--- src/rtl/ux607_deglitch_pkg.sv ---
// Shared sizing constants, channel state encoding and the limit helper for the
// ux607 input deglitch controller.
package ux607_deglitch_pkg;

  localparam int NCH_DEF   = 8;
  localparam int CNT_W_DEF = 8;
  localparam int NCH_MAX   = 32;

  typedef enum logic {
    ST_STABLE = 1'b0,
    ST_QUAL   = 1'b1
  } chan_state_e;

  // A programmed limit of zero behaves like one so a change is never accepted without a tick.
  function automatic logic [31:0] eff_limit(input logic [31:0] lim);
    eff_limit = (lim == 32'd0) ? 32'd1 : lim;
  endfunction

endpackage

--- src/rtl/ux607_deglitch_chan.sv ---
// One debounce channel: two-flop synchroniser, stability counter, filtered level
// and sticky rise/fall pending bits.
module ux607_deglitch_chan
  import ux607_deglitch_pkg::*;
#(
  parameter int CNT_W = CNT_W_DEF
) (
  input  logic             clock,
  input  logic             reset,
  input  logic             pad_in,
  input  logic             sample_tk,
  input  logic             cfg_en,
  input  logic [CNT_W-1:0] cfg_limit,
  input  logic             pend_clr,
  output logic             filt_out,
  output logic             rise_pend,
  output logic             fall_pend
);

  logic             sync1_r;
  logic             sync2_r;
  logic [CNT_W-1:0] cnt_r;
  logic [CNT_W-1:0] cnt_nxt_s;
  logic             filt_r;
  logic             filt_nxt_s;
  logic             rise_r;
  logic             rise_nxt_s;
  logic             fall_r;
  logic             fall_nxt_s;
  logic             rise_evt_s;
  logic             fall_evt_s;
  logic [CNT_W:0]   cnt_inc_s;
  logic [CNT_W:0]   lim_eff_s;
  chan_state_e      state_s;

  // Extra MSB keeps the increment and compare free of wrap-around.
  assign cnt_inc_s = {1'b0, cnt_r} + {{CNT_W{1'b0}}, 1'b1};
  assign lim_eff_s = (CNT_W+1)'(eff_limit(32'(cfg_limit)));
  assign state_s   = (sync2_r != filt_r) ? ST_QUAL : ST_STABLE;

  // Next counter/level and edge events from the qualification state.
  always_comb begin
    cnt_nxt_s  = cnt_r;
    filt_nxt_s = filt_r;
    rise_evt_s = 1'b0;
    fall_evt_s = 1'b0;
    if (!cfg_en) begin
      cnt_nxt_s  = {CNT_W{1'b0}};
      filt_nxt_s = 1'b0;
    end else begin
      case (state_s)
        ST_STABLE: begin
          cnt_nxt_s = {CNT_W{1'b0}};
        end
        ST_QUAL: begin
          if (sample_tk) begin
            if (cnt_inc_s >= lim_eff_s) begin
              cnt_nxt_s  = {CNT_W{1'b0}};
              filt_nxt_s = sync2_r;
              rise_evt_s = sync2_r;
              fall_evt_s = ~sync2_r;
            end else if (cnt_inc_s[CNT_W]) begin
              cnt_nxt_s = {CNT_W{1'b1}};
            end else begin
              cnt_nxt_s = cnt_inc_s[CNT_W-1:0];
            end
          end else begin
            cnt_nxt_s = cnt_r;
          end
        end
        default: begin
          cnt_nxt_s = {CNT_W{1'b0}};
        end
      endcase
    end
  end

  // A new event on the same cycle as a clear keeps the pending bit set.
  always_comb begin
    rise_nxt_s = (rise_r & ~pend_clr) | rise_evt_s;
    fall_nxt_s = (fall_r & ~pend_clr) | fall_evt_s;
  end

  // Synchroniser, counter, filtered level and pending registers.
  always_ff @(posedge clock or negedge reset) begin
    if (!reset) begin
      sync1_r <= 1'b0;
      sync2_r <= 1'b0;
      cnt_r   <= {CNT_W{1'b0}};
      filt_r  <= 1'b0;
      rise_r  <= 1'b0;
      fall_r  <= 1'b0;
    end else begin
      sync1_r <= pad_in;
      sync2_r <= sync1_r;
      cnt_r   <= cnt_nxt_s;
      filt_r  <= filt_nxt_s;
      rise_r  <= rise_nxt_s;
      fall_r  <= fall_nxt_s;
    end
  end

  assign filt_out  = filt_r;
  assign rise_pend = rise_r;
  assign fall_pend = fall_r;

endmodule

--- src/rtl/ux607_deglitch_ctrl.sv ---
// Multi-channel input debounce controller: NCH independent deglitch channels and
// one registered aggregate interrupt.
module ux607_deglitch_ctrl
  import ux607_deglitch_pkg::*;
#(
  parameter int NCH   = NCH_DEF,
  parameter int CNT_W = CNT_W_DEF
) (
  input  logic             clock,
  input  logic             reset,
  input  logic [NCH-1:0]   pad_in,
  input  logic             sample_tk,
  input  logic [NCH-1:0]   cfg_en,
  input  logic [CNT_W-1:0] cfg_limit,
  input  logic [NCH-1:0]   cfg_rie,
  input  logic [NCH-1:0]   cfg_fie,
  input  logic [NCH-1:0]   pend_clr,
  output logic [NCH-1:0]   filt_out,
  output logic [NCH-1:0]   rise_pend,
  output logic [NCH-1:0]   fall_pend,
  output logic             irq
);

  logic irq_r;
  logic irq_nxt_s;

  for (genvar i = 0; i < NCH; i++) begin : g_chan
    ux607_deglitch_chan #(
      .CNT_W(CNT_W)
    ) u_chan (
      .clock     (clock),
      .reset     (reset),
      .pad_in    (pad_in[i]),
      .sample_tk (sample_tk),
      .cfg_en    (cfg_en[i]),
      .cfg_limit (cfg_limit),
      .pend_clr  (pend_clr[i]),
      .filt_out  (filt_out[i]),
      .rise_pend (rise_pend[i]),
      .fall_pend (fall_pend[i])
    );
  end

  // Interrupt request from enabled pending bits.
  always_comb begin
    irq_nxt_s = |((rise_pend & cfg_rie) | (fall_pend & cfg_fie));
  end

  // Aggregate interrupt register.
  always_ff @(posedge clock or negedge reset) begin
    if (!reset) begin
      irq_r <= 1'b0;
    end else begin
      irq_r <= irq_nxt_s;
    end
  end

  assign irq = irq_r;

endmodule

--- config.mk ---
export PLATFORM = sky130hd
export DESIGN_NAME = ux607_deglitch_ctrl
export DESIGN_NICKNAME = d
export VERILOG_FILES = /design/src/rtl/ux607_deglitch_pkg.sv /design/src/rtl/ux607_deglitch_chan.sv /design/src/rtl/ux607_deglitch_ctrl.sv
export SDC_FILE = /design/constraint.sdc
export NUM_CORES = 1
export LEC_CHECK = 0
export BUFFER_PORTS_ARGS = -buffer_cell sky130_fd_sc_hd__buf_2
export CAP_MARGIN = 10
export CORE_ASPECT_RATIO = 1.5
export CORE_UTILIZATION = 45
export DETAILED_ROUTE_END_ITERATION = 6
export PLACE_DENSITY = 0.65
export SKIP_CTS_REPAIR_TIMING = 1
export SLEW_MARGIN = 10
export SYNTH_ARGS = -nofsm -noshare
export SYNTH_HDL_FRONTEND = slang
export SYNTH_SLANG_ARGS = --single-unit
--- constraint.sdc ---
create_clock -name clock -period 3 [get_ports clock]
set_input_delay 0.6 -clock clock [delete_from_list [all_inputs] [get_ports clock]]
set_output_delay 0.6 -clock clock [all_outputs]
set_load 0.05 [all_outputs]
After elaboration in Yosys (flattened, before gate mapping)

Index checks and enable logic that the tools add are counted.

Flip-flop bits (word level): 105
Word-level logic and storage cells: 319
Output and inout bits: 25
Bits of input ports: 51

Equality and inequality tests: 40
$add $sub $neg: 8
Order comparisons: 8
Bitwise gates (word level): 59
Mux-type cells: 145
Reduce and logical (&&, ||, !) cells: 10

Operator list:

| kind                | count |
|---|---|
| $mux 8              | 33 |
| $pmux 8 s2          | 8 |
| $mux 1              | 104 |
| $add 8x1->9 const B | 8 |
| $ge 9x9->1          | 8 |
| $ne 2x1->1 const B  | 16 |
| $ne 3x3->1 const B  | 8 |
| $not 1->1           | 24 |
| $reduce_and 3->1    | 8 |
| $and 1x1->1         | 16 |
| $and 8x8->8         | 2 |
| $ne 2x2->1 const B  | 8 |
| $or 1x1->1          | 16 |
| $logic_not 8->1     | 1 |
| $ne 1x1->1          | 8 |
| $or 8x8->8          | 1 |
| $reduce_or 8->1     | 1 |

Logic depth before layout (Yosys ltp)

Depth in word-level cells: 8
Depth in mapped cells: 14
Mapped depth without buffers: 13

Cells and area by module

Synthesis repeated with hierarchy kept, for this count alone.

Cells, all modules: 794
Area, all modules: 7573.5 µm²

By module, submodules not included:

| module              | sequential area each (µm²) | cells an instance | times used | area each (µm²) |
|---|---|---|---|---|
| ux607_deglitch_chan | 325.3                      | 98                | 8          | 930.9 |
| ux607_deglitch_ctrl | 25.0                       | 10                | 1          | 126.4 |

Worst setup path before layout

Ideal clock, no wire load.

Path type: input to register
Start point: input cfg_limit[4]
End point: register g_chan[4].u_chan.cnt_r[6]
Buffers on the path: 2
Library setup time: 0.072 ns
Stages: 12
Path slack: -0.219 ns
Arrival time: 3.147 ns
Required time: 2.928 ns
Cells stage by stage: clkbuf_1 > nor4_1 > a41o_1 > ha_1 > nand2b_1 > a21o_1 > maj3_1 > a211o_1 > a21oi_2 > buf_2 > a21oi_1 > nor2_1

Word-level cells in the longest chain between the ends: 7

RTL lines:

| what                   | RTL line                  | RTL |
|---|---|---|
| start: declaration     | ux607_deglitch_ctrl.sv:14 | `input logic [CNT_W-1:0] cfg_limit,` |
| $logic_not 8->1        | ux607_deglitch_pkg.sv:16  | `eff_limit = (lim == 32'd0) ? 32'd1 : lim;` |
| $mux 8 (*)             | ux607_deglitch_pkg.sv:16  |  |
| $ge 9x9->1 (*)         | ux607_deglitch_chan.sv:57 | `if (cnt_inc_s >= lim_eff_s) begin` |
| $mux 8 (*)             | ux607_deglitch_chan.sv:57 |  |
| $mux 8 (*)             | ux607_deglitch_chan.sv:56 | `if (sample_tk) begin` |
| $pmux 8 s2 (*)         | ux607_deglitch_chan.sv:51 | `case (state_s)` |
| $mux 8 (*)             | ux607_deglitch_chan.sv:47 | `if (!cfg_en) begin` |
| end signal: assignment | ux607_deglitch_chan.sv:89 | `cnt_r <= {CNT_W{1'b0}};` |
| end signal: assignment | ux607_deglitch_chan.sv:96 | `cnt_r <= cnt_nxt_s;` |
| end: declaration       | ux607_deglitch_chan.sv:22 | `logic [CNT_W-1:0] cnt_r;` |

Mark *: on every way between the ends. The rest lies on a longest branch, timed or not. The select of a mux whose other input is x is not followed.
A chain may end at the register's enable or synchronous reset.

Worst setup path in the final report

Start point: register g_chan[5].u_chan.cnt_r[1]
End point: register g_chan[5].u_chan.cnt_r[6]

Word-level cells in the longest chain between the ends: 6
Elaborated cells on any way between the ends: 7
Classes of those cells: add/sub: 1; order compare: 1; mux: 5

RTL lines:

| what                                        | RTL line                                             | RTL |
|---|---|---|
| start: declaration                          | ux607_deglitch_chan.sv:22                            |  |
| start signal: assignment                    | ux607_deglitch_chan.sv:89                            |  |
| start signal: assignment                    | ux607_deglitch_chan.sv:96                            |  |
| $add 8x1->9 (*)                             | ux607_deglitch_chan.sv:37                            | `assign cnt_inc_s = {1'b0, cnt_r} + {{CNT_W{1'b0}}, 1'b1};` |
| $ge 9x9->1 / $mux 8 (equally long branches) | ux607_deglitch_chan.sv:57, ux607_deglitch_chan.sv:62 |  |
| $mux 8 (*)                                  | ux607_deglitch_chan.sv:57                            |  |
| $mux 8 (*)                                  | ux607_deglitch_chan.sv:56                            |  |
| $pmux 8 s2 (*)                              | ux607_deglitch_chan.sv:51                            |  |
| $mux 8 (*)                                  | ux607_deglitch_chan.sv:47                            |  |

Marks and branches as above.

==> flow_summary.json <==
{
  "dominant_cells_by_area_after_synthesis": "dfrtp_1, ha_1, nand2_1",
  "grtUsageTotal": 0.2353,
  "postRouteWirelength_mm": 19.27,
  "report.final.hold_viol_count": 0,
  "worstPathRequired_ps": 3290,
  "numClockSinks": 105,
  "die_height_um": 159.5,
  "final.setup.tns_ps": 0,
  "boundaryPins": 76,
  "clock_pin_slew_reported_for_the_worst_setup_and_hold_paths_after_clock_tree_synthesis_ps": 70,
  "timing.critical_path.from": "g_chan[5].u_chan.cnt_r[1]$_DFFE_PN0P_",
  "placed_cell_area_um2": 8305,
  "post-route-period-util": 0.9534,
  "unrepaired_setup_endpoints_after_global_routing": "false",
  "fin_worst_skew_ps": 5.295,
  "number_of_flops_mapped_to_enable_cells_by_yosys": 0,
  "tightestPinTransition_ps": 804.5,
  "grt_first_pass_wirelength_mm": 31.37,
  "vias_in_the_first_global_route": 6361,
  "cts_inserted_buffers": 9,
  "p_sw_frac": 0.2493,
  "vdd_drop_max_uv": 216.6,
  "crit_path_launch_type": "flop",
  "dp_hpwl_mm": 14.47,
  "route.detailed.vias_per_inst": 5.630,
  "crit_path_max_fanout": 10,
  "cts_htree_levels": 3,
  "criticalPathCategory": "reg2reg",
  "start_util": 0.4599,
  "crit-reg2reg-capture": "g_chan[5].u_chan.cnt_r[6]$_DFFE_PN0P_",
  "syn_avg_cell_area_um2": 8.618,
  "yosysWarnings": 0,
  "gp_congestion": 0.8601,
  "post-synth-top-area-fraction": 0.3529,
  "route.antenna.remaining_nets": 0,
  "worst_setup_path_end_kind": "flop",
  "clock-root-buffer": "clkbuf_16",
  "cts.path.max_buffers": 2,
  "share_comb_of_total_power": 0.112,
  "critical_path_arrival_ps": 3150,
  "share_of_async_settable_or_async_resettable_flops_after_synthesis": 1.000,
  "top_achievable_clock_speed_ghz": 0.3496,
  "slew_viol_final": 0,
  "total_switching_power_mw": 0.7532,
  "crit-reg2reg-launch": "g_chan[5].u_chan.cnt_r[1]$_DFFE_PN0P_",
  "final_cells": 1171,
  "power.static_leakage_nw": 4.256,
  "placedCellCount": 1155,
  "synthDistinctLibCells": 72,
  "detail_routed_net_length_per_standard_cell_um": 16.46,
  "timing.slew.headroom": 0.4637,
  "cell_internal_pwr_mw": 2.267,
  "synth_seq_cells": 105,
  "final_period_minus_worst_setup_slack_ps": 2860,
  "largest_net_degree_at_the_start_of_global_routing": 106,
  "powerDensity_nw_per_um2": 349.5,
  "nNetsFinal": 1063,
  "max_cap_viol_count": 0,
  "syn_nets": 966,
  "flow.area_growth_from_synthesis_pct": 16.06,
  "synth_seq_area_share": 0.3529,
  "routed-via-count": 6593,
  "hold_crit_class": "in2async",
  "drc_violations_left": 0,
  "syn_area_um2": 7446,
  "antenna_found_initial": 0,
  "tritoncts": "yes",
  "drive_gt1_frac": 0.1938,
  "netlist.top_cell.by_area": "dfrtp_1",
  "die_x_um": 107.0,
  "synth_flop_cell": "dfrtp_1",
  "first_pass_drt_iterations": 5,
  "synthCells": 864,
  "layout.cell_area.non_filler_um2": 8642,
  "share_clk_of_total_power": 0.409,
  "power_frac_seq": 0.480,
  "setup-violations-final": 0,
  "grt_overflow": 0,
  "fp.dieArea_um2": 17080,
  "layout.cells.most_common_list": "nand2_1, dfrtp_1, buf_2",
  "layout.cells.most_common": "nand2_1",
  "insertion_delay_ps": 350,
  "core_area_um2": 16190,
  "reg2reg_slack_ps": 140,
  "num_rows": 57,
  "antennaDiodeCount": 0,
  "run_status": "finished clean",
  "portBuffers": 75,
  "r2r.worst_path.cells": 13,
  "initialDrtViolationCount": 288
}
-- metrics by stage --
| stage | worst slack [ps] | utilization | hold WS [ps] | power [mW] |
|---|---|---|---|---|
| final | 139.8 | 0.5338 | 306.5 | 3.021 |
| after global routing | 1.687 | 0.5338 | 332.6 | 3.140 |
| after CTS | 78.21 | 0.5318 | 334.7 | 3.057 |
| after detailed placement | -142.8 | 0.5130 | 334.7 | 1.815 |
| after global placement | -116.6 | 0.5130 | 332.9 | 1.810 |
| after floorplan | -0.3961 | - | 304.4 | 1.636 |
-- synthesized netlist by cell type, types with 5 or more instances --
master / n
o22ai_1: 16
buf_4: 25
nand3_1: 37
nand3b_1: 5
a21oi_1: 37
nand2_1: 106
a22o_1: 16
or2_2: 12
ha_1: 51
nor2_1: 59
a211oi_1: 9
o31ai_1: 8
nor3b_1: 7
o21bai_1: 6
clkbuf_1: 17
xnor2_1: 26
and2_1: 12
nor2b_1: 13
nor3_1: 17
and3_1: 12
xor2_1: 16
nand4b_1: 7
o211ai_1: 8
a21o_1: 17
nand2b_1: 27
nand4_1: 5
mux2i_1: 5
o21ai_0: 47
inv_1: 43
o21a_1: 6
dfrtp_1: 105
-- final cells by class --
cell class,count,area [um2]
Multi-Input combinational cell,665,4410
Sequential cell,105,2631
Fill cell,1513,7547
Timing Repair Buffer,136,873.3
Clock buffer,11,252.7
Inverter,44,165.2
Clock inverter,4,51.30
Tap cell,206,257.7
-- power by group through the flow --
stage	Sequential, mW	Combinational [mW]	Clock, mW
after global routing	1.45	0.376	1.31
final	1.45	0.337	1.23
after global placement	1.48	0.334	0
after detailed placement	1.48	0.339	0
after CTS	1.45	0.340	1.27
after floorplan	1.47	0.163	0
-- flip-flops by register name, indices dropped and copies added (netlist names) --
register and flops:
g_chan.u_chan.cnt_r 64, g_chan.u_chan.fall_pend 8, g_chan.u_chan.filt_out 8, g_chan.u_chan.rise_pend 8, g_chan.u_chan.sync1_r 8, g_chan.u_chan.sync2_r 8, irq 1
-- cell families after synthesis --
kind of cell | share of synthesized area
xor+xnor | 0.04940
mux | 0.006722
buf+inv | 0.06100
fa+ha+maj | 0.08973
compound gates | 0.2085
flops | 0.3529
simple gates | 0.2317
-- worst max-delay path by stage --
| stage | to | slack [ps] | depth (start not counted) |
|---|---|---|---|
| 3_3_place_gp | g_chan[3].u_chan.cnt_r[5]$_DFFE_PN0P_ | -120 | 12 |
| 3_5_place_dp | g_chan[3].u_chan.cnt_r[4]$_DFFE_PN0P_ | -140 | 12 |
| 6_report | g_chan[5].u_chan.cnt_r[6]$_DFFE_PN0P_ | 140 | 13 |
| 4_1_cts | g_chan[5].u_chan.cnt_r[6]$_DFFE_PN0P_ | 80 | 13 |
| 5_1_grt | g_chan[2].u_chan.cnt_r[3]$_DFFE_PN0P_ | 2 | 11 |
| 2_1_floorplan | g_chan[4].u_chan.cnt_r[6]$_DFFE_PN0P_ | -0.4 | 12 |
-- critical path, cell delays in order (launching register included) --
cell and delay [ps]:
dfrtp_1 390, nand3_2 100, or2_2 310, nor2_1 130, xor2_1 230, ha_1 310, nand3b_1 100, a211oi_1 80
a2111o_1 430, nor3_2 180, o21ai_1 80, buf_4 180, nor3_1 130, o22a_1 150
-- routing by layer --
| layer | share of wire | vias up | track usage |
|---|---|---|---|
| met4 | 0.029 | 0 | 0.09900 |
| li1 | - | 3280 | - |
| met5 | 0 | - | 0 |
| met2 | 0.51 | 144 | 0.4085 |
| met3 | 0.039 | 26 | 0.02743 |
| met1 | 0.43 | 3143 | 0.2915 |
No activity file was read; power rests on OpenSTA's default activity.
